`src/rtl/bus_arbiter_rr.sv`:
```
// ---------------------------------------------------------------------------
// bus_arbiter_rr
//   Round-robin arbiter for the shared system bus. Grants ownership to one of
//   four masters at a time; ownership is held until the owner releases its
//   request. Grants are registered; handover between masters is zero-bubble.
//
//   Optional watchdog: define BUS_ARB_TIMEOUT_EN to revoke a grant that has
//   been held for TIMEOUT_CYCLES cycles while another master waits. Without
//   the macro no counter exists and arb_timeout is constant 0.
//
// Parameters
//   TIMEOUT_CYCLES  cycles a grant may be held while others wait
//   TMR_W           watchdog counter width (2**TMR_W > TIMEOUT_CYCLES)
//
// Ports
//   clk            system clock, rising edge
//   reset          asynchronous, active-high reset
//   m0..m3_req_    bus requests, active-low
//   m0..m3_grnt_   bus grants, active-low, registered, at most one low
//   owner          index of current/last owner (master mux select)
//   bus_busy       high while any grant is asserted
//   arb_timeout    one-cycle pulse when the watchdog revokes a grant
// ---------------------------------------------------------------------------
module bus_arbiter_rr #(
  parameter int unsigned TIMEOUT_CYCLES = 256,
  parameter int unsigned TMR_W          = 9
) (
  input  logic       clk,
  input  logic       reset,
  input  logic       m0_req_,
  input  logic       m1_req_,
  input  logic       m2_req_,
  input  logic       m3_req_,
  output logic       m0_grnt_,
  output logic       m1_grnt_,
  output logic       m2_grnt_,
  output logic       m3_grnt_,
  output logic [1:0] owner,
  output logic       bus_busy,
  output logic       arb_timeout
);

  typedef enum logic {
    IDLE  = 1'b0,
    GRANT = 1'b1
  } state_t;

  state_t     state_q;
  logic [3:0] grnt_q;      // active-low grants
  logic [1:0] owner_q;
  logic       timeout_q;

  logic [3:0] req_act;     // active-high requests
  logic [3:0] others;      // requests excluding the current owner
  logic       owner_req;
  logic       others_wait;
  logic [2:0] pick_all;    // {found, index}
  logic [2:0] pick_other;
  logic       revoke;

  // First requester found starting at 'start' and wrapping through 0..3.
  function automatic logic [2:0] rr_pick(input logic [3:0] req,
                                         input logic [1:0] start);
    logic [2:0] res;
    logic [1:0] idx;
    res = '0;
    for (int unsigned i = 0; i < 4; i++) begin
      idx = start + 2'(i);
      if (!res[2] && req[idx]) res = {1'b1, idx};
    end
    return res;
  endfunction

  always_comb begin
    req_act     = ~{m3_req_, m2_req_, m1_req_, m0_req_};
    owner_req   = req_act[owner_q];
    others      = req_act & ~(4'b0001 << owner_q);
    others_wait = |others;
    pick_all    = rr_pick(req_act, owner_q + 2'd1);
    pick_other  = rr_pick(others, owner_q + 2'd1);
  end

`ifdef BUS_ARB_TIMEOUT_EN
  logic [TMR_W-1:0] wd_cnt;

  assign revoke = (state_q == GRANT) && owner_req && others_wait &&
                  (wd_cnt == TMR_W'(TIMEOUT_CYCLES - 1));

  // Counts only while the owner holds and someone else waits; any grant
  // change (release or revoke) and any cycle with nobody waiting clears it.
  always_ff @(posedge clk or posedge reset) begin
    if (reset)
      wd_cnt <= '0;
    else if ((state_q == GRANT) && owner_req && others_wait && !revoke)
      wd_cnt <= wd_cnt + 1'b1;
    else
      wd_cnt <= '0;
  end
`else
  // Parameters are only meaningful with the watchdog; the width check is
  // folded in here so both remain referenced in this build.
  localparam bit CFG_OK = ((2 ** TMR_W) > TIMEOUT_CYCLES);
  assign revoke = 1'b0 & CFG_OK;
`endif

  always_ff @(posedge clk or posedge reset) begin
    if (reset) begin
      state_q   <= IDLE;
      grnt_q    <= '1;
      owner_q   <= '0;
      timeout_q <= 1'b0;
    end else begin
      timeout_q <= 1'b0;
      case (state_q)
        IDLE: begin
          // Owner itself is eligible here (searched last), which gives the
          // re-grant-after-one-idle-cycle behaviour.
          if (pick_all[2]) begin
            grnt_q  <= ~(4'b0001 << pick_all[1:0]);
            owner_q <= pick_all[1:0];
            state_q <= GRANT;
          end
        end
        GRANT: begin
          if (!owner_req || revoke) begin
            timeout_q <= revoke;
            if (pick_other[2]) begin
              grnt_q  <= ~(4'b0001 << pick_other[1:0]);
              owner_q <= pick_other[1:0];
            end else begin
              grnt_q  <= '1;
              state_q <= IDLE;
            end
          end
        end
        default: begin
          grnt_q  <= '1;
          state_q <= IDLE;
        end
      endcase
    end
  end

  assign m0_grnt_    = grnt_q[0];
  assign m1_grnt_    = grnt_q[1];
  assign m2_grnt_    = grnt_q[2];
  assign m3_grnt_    = grnt_q[3];
  assign owner       = owner_q;
  assign bus_busy    = ~&grnt_q;
  assign arb_timeout = timeout_q;

endmodule
```
`config.mk`:
```
export PLATFORM = sky130hd
export DESIGN_NAME = bus_arbiter_rr
export DESIGN_NICKNAME = d
export VERILOG_FILES = /design/src/rtl/bus_arbiter_rr.sv
export SDC_FILE = /design/constraint.sdc
export NUM_CORES = 1
export LEC_CHECK = 0
export ABC_AREA = 1
export ABC_CLOCK_PERIOD_IN_PS = 2100
export BUFFER_PORTS_ARGS = -buffer_cell sky130_fd_sc_hd__buf_2
export CORE_MARGIN = 2
export CORE_UTILIZATION = 54
export CTS_BUF_LIST = sky130_fd_sc_hd__clkbuf_4
export DETAILED_ROUTE_END_ITERATION = 8
export PLACE_DENSITY = 0.76
export RECOVER_POWER = 100
export SYNTH_ARGS = -nofsm -noshare
export SYNTH_HDL_FRONTEND = slang
export SYNTH_SLANG_ARGS = --single-unit
export TNS_END_PERCENT = 10
```
`constraint.sdc`:
```
create_clock -name clk -period 2.1 [get_ports clk]
set_input_delay 0.42 -clock clk [delete_from_list [all_inputs] [get_ports clk]]
set_output_delay 0.42 -clock clk [all_outputs]
set_load 0.05 [all_outputs]
```
==> summary.md <==
| Metric | Value |
|---|---|
| Antenna viol nets, final | `0` |
| Pin count of the biggest net entering global routing | `14` |
| End point of the critical path | `owner[0]` |
| CP startpoint | `owner[1]` |
| Seq/Total Area, Yosys | `17.25%` |
| Clock root buffer | `clkbuf_4` |
| Endpoints failing hold | `0` |
| Vias in the first global route | `between 900 and 1,000` |
| ANT cells | `0` |
| GP Congestion | `roughly 0.92` |
| Fmax | `506.3 MHz` |
| Grt total ovfl | `0` |
| Yosys reg bits | `7` |
| Slew headroom | `60.07%` |
| # DRC | `0` |
| Crit path launch type | `register` |
| CTS sink cnt | `7` |
| Critical-path cell list | `buf_4 > ha_1 > nor2_1 > nand2_1 > nand3_1 > nand2_2 > a21oi_1 > nand2_1 > nand3_2 > nand3_2 > o21a_1` |
| Syn Nets | `184` |
| Final Critical Period | `1.975 ns` |
| FF-to-FF End | `owner[0]` |
| R2r setup slk | `around 0.12 ns` |
| All-Layer GR Usage | `25.06%` |
| Setup violations, final | `0` |
| Initial Util | `between 50% and 60%` |
| Top cells by area, synth | `nand2_1 24%, nand3_1 12%, dfstp_2 10%, dfrtp_1 7.2%, nand2_2 6.6%` |
| Worst Hold Class | `in -> async` |
| CTS tree | `done` |
| Die W | `roughly 48 µm` |
| WP data required | `2.24 ns` |
| Htree depth | `1` |
| Final Cycle Share | `94.05%` |
| Total Wirelength | `2.512 mm` |
| CP max FO | `7` |
| I/O Buffers | `12` |
| Antenna violations before repair | `0` |
| Crit Path Category | `reg -> reg` |
| Status | `finished clean` |
| Slowest cell on the critical path | `dfrtp_2` |
| Worst Slack Setup Final | `0.1250 ns` |
| Yosys top cell area share | `24.07%` |
| Yosys Warn Count | `0` |
| CP arrival | `2.12 ns` |
| Setup TNS | `0 ns` |
| Syn_area_per_cell | `about 6 µm²` |
| Die height | `47.99 µm` |
| Layout Nets | `between 200 and 250` |
| CTS Buf Count | `3` |
| Final hold slack | `between 0.08 and 0.09 ns` |
| FF-to-FF Start | `owner[1]` |
| Clock Latency Late Sink | `0.25 ns` |
| Routed WL per cell | `11.68 µm` |
| Pins Over Slew Limit | `0` |
| Area leader, netlist | `nand2_1` |
| Post-DP HPWL | `roughly 2.0 mm` |
| Setup WS pre-CTS | `0.07519 ns` |
| Worst R2R Path Depth | `11` |
| Post-synth cell types | `24` |
| CP peak stage delay | `0.42 ns` |
| Share of cells above drive strength 1 | `between 30% and 40%` |
| Vias per Instance | `5.163` |
| DR iter-0 viols | `34` |
| Clock buffer depth | `2` |
| Core area | `1764 µm²` |
| Drt first pass iters | `4` |
| Standard-cell rows | `15` |
| P&R area growth vs syn | `17.13%` |
| Mapped Cells | `174` |
| Crit end category | `register` |
| # IOs | `14` |
| Via count | `between 1,000 and 1,500` |
| Die area | `2303 µm²` |
| Clock-pin slew on the worst setup and hold paths | `roughly 0.050 ns` |
| Final Skew | `0.001102 ns` |
| First-pass GRT wire length | `just over 4 mm` |
| RSZ-0062 raised after global routing | `true` |
| Max_cap viols | `0` |
| Synth Cell Area | `around 1000 µm²` |
| Worst slew pin tran | `0.6015 ns` |
## critical path: cells and delay by family, from the launching register on
family	cells	cell delay, ns
simple gates	7	0.84
flops	1	0.42
compound gates	2	0.28
fa+ha+maj	1	0.17
buf+inv	1	0.15
## cells by family (layout without fill, tap and decap cells)
group | Yosys count | after routing | share of synthesized area, %
AO/OA/AOI/OAI | 12 | 12 | 6.347
adder cells (fa/ha/maj) | 4 | 4 | 4.791
buffers and inverters | 18 | 34 | 11.74
flip-flops | 7 | 7 | 17.25
other | 1 | 1 | 0.3589
AND/OR/NAND/NOR | 132 | 132 | 59.52
## cells in the final DEF, fill, tap and decap left out
master    synthesis  final
nor2_2            3      2
o21ai_2           1      1
clkbuf_4          0      4
nand4_1           5      5
nor2_1           14     12
dfrtp_1           3      1
nand2_2          11     14
o21ai_1           3      4
o21ai_0           3      2
ha_1              4      3
nand4_2           2      1
inv_2             0      2
nand3_2           1      5
dfstp_2           4      4
nor2_4            0      3
dfrtp_2           0      2
o21a_1            1      1
nand2_1          67     62
a21oi_1           4      4
buf_4             1      5
ha_4              0      1
conb_1            1      1
buf_2             0      6
inv_1            11      9
clkbuf_1          0      6
nand3_1          26     22
nand4_4           0      1
nand2_4           3      5
inv_8             1      2
## worst min-delay path by stage
stage                     start      end  cells after the start
after floorplan           reset  state_q                      1
after global placement    reset  state_q                      2
after detailed placement  reset  state_q                      2
after CTS                 reset  state_q                      2
after global routing      reset  state_q                      2
final                     reset  state_q                      2
## through the flow
stage                     cell area [µm²]  std cells  utilization [%]
after floorplan                      1110        174                -
after global placement               1166        210            66.10
after detailed placement             1166        210            66.10
after CTS                            1196        214            67.80
after global routing                 1224        215            69.36
final                                1224        215            69.36
## registers in the layout, summed over array words and instances (netlist names)
| register | flops |
|---|---|
| grnt_q | 4 |
| owner | 2 |
| state_q | 1 |
## synthesized netlist by cell type, drive strengths merged
| cell | n |
|---|---|
| nor2 | 17 |
| a21oi | 4 |
| nand2 | 81 |
| inv | 13 |
| dfstp | 4 |
| nand4 | 7 |
| dfrtp | 3 |
| o21a | 1 |
| buf | 5 |
| nand3 | 27 |
| o21ai | 7 |
| ha | 4 |
| conb | 1 |
## layer usage
metal  global-route usage, %  up-vias  wire length, µm
met5                       0        -                0
met4                   4.324        0               14
met3                   6.792        4               95
met2                   40.80       24             1136
met1                   33.56      491             1266
li1                        -      591                -
## repair_timing
item | in CTS | in global routing
buffers inserted | 0 | 1
resized for setup | 0 | 9
hold buffers | 0 | 0
endpoints found under the setup margin | 0 | 6
hold endpoints to repair | 0 | 0
## cell type report
class	count	area, µm²
inverters	13	63.81
clock buffers	4	30.03
well taps	25	31.28
repair buffers	17	90.09
flip-flops and latches	7	182.7
fillers	179	540.5
multi-input cells	149	825.8
Power is not shown: default switching activity piles up to over one toggle a cycle in this logic, so the estimate is an artifact.
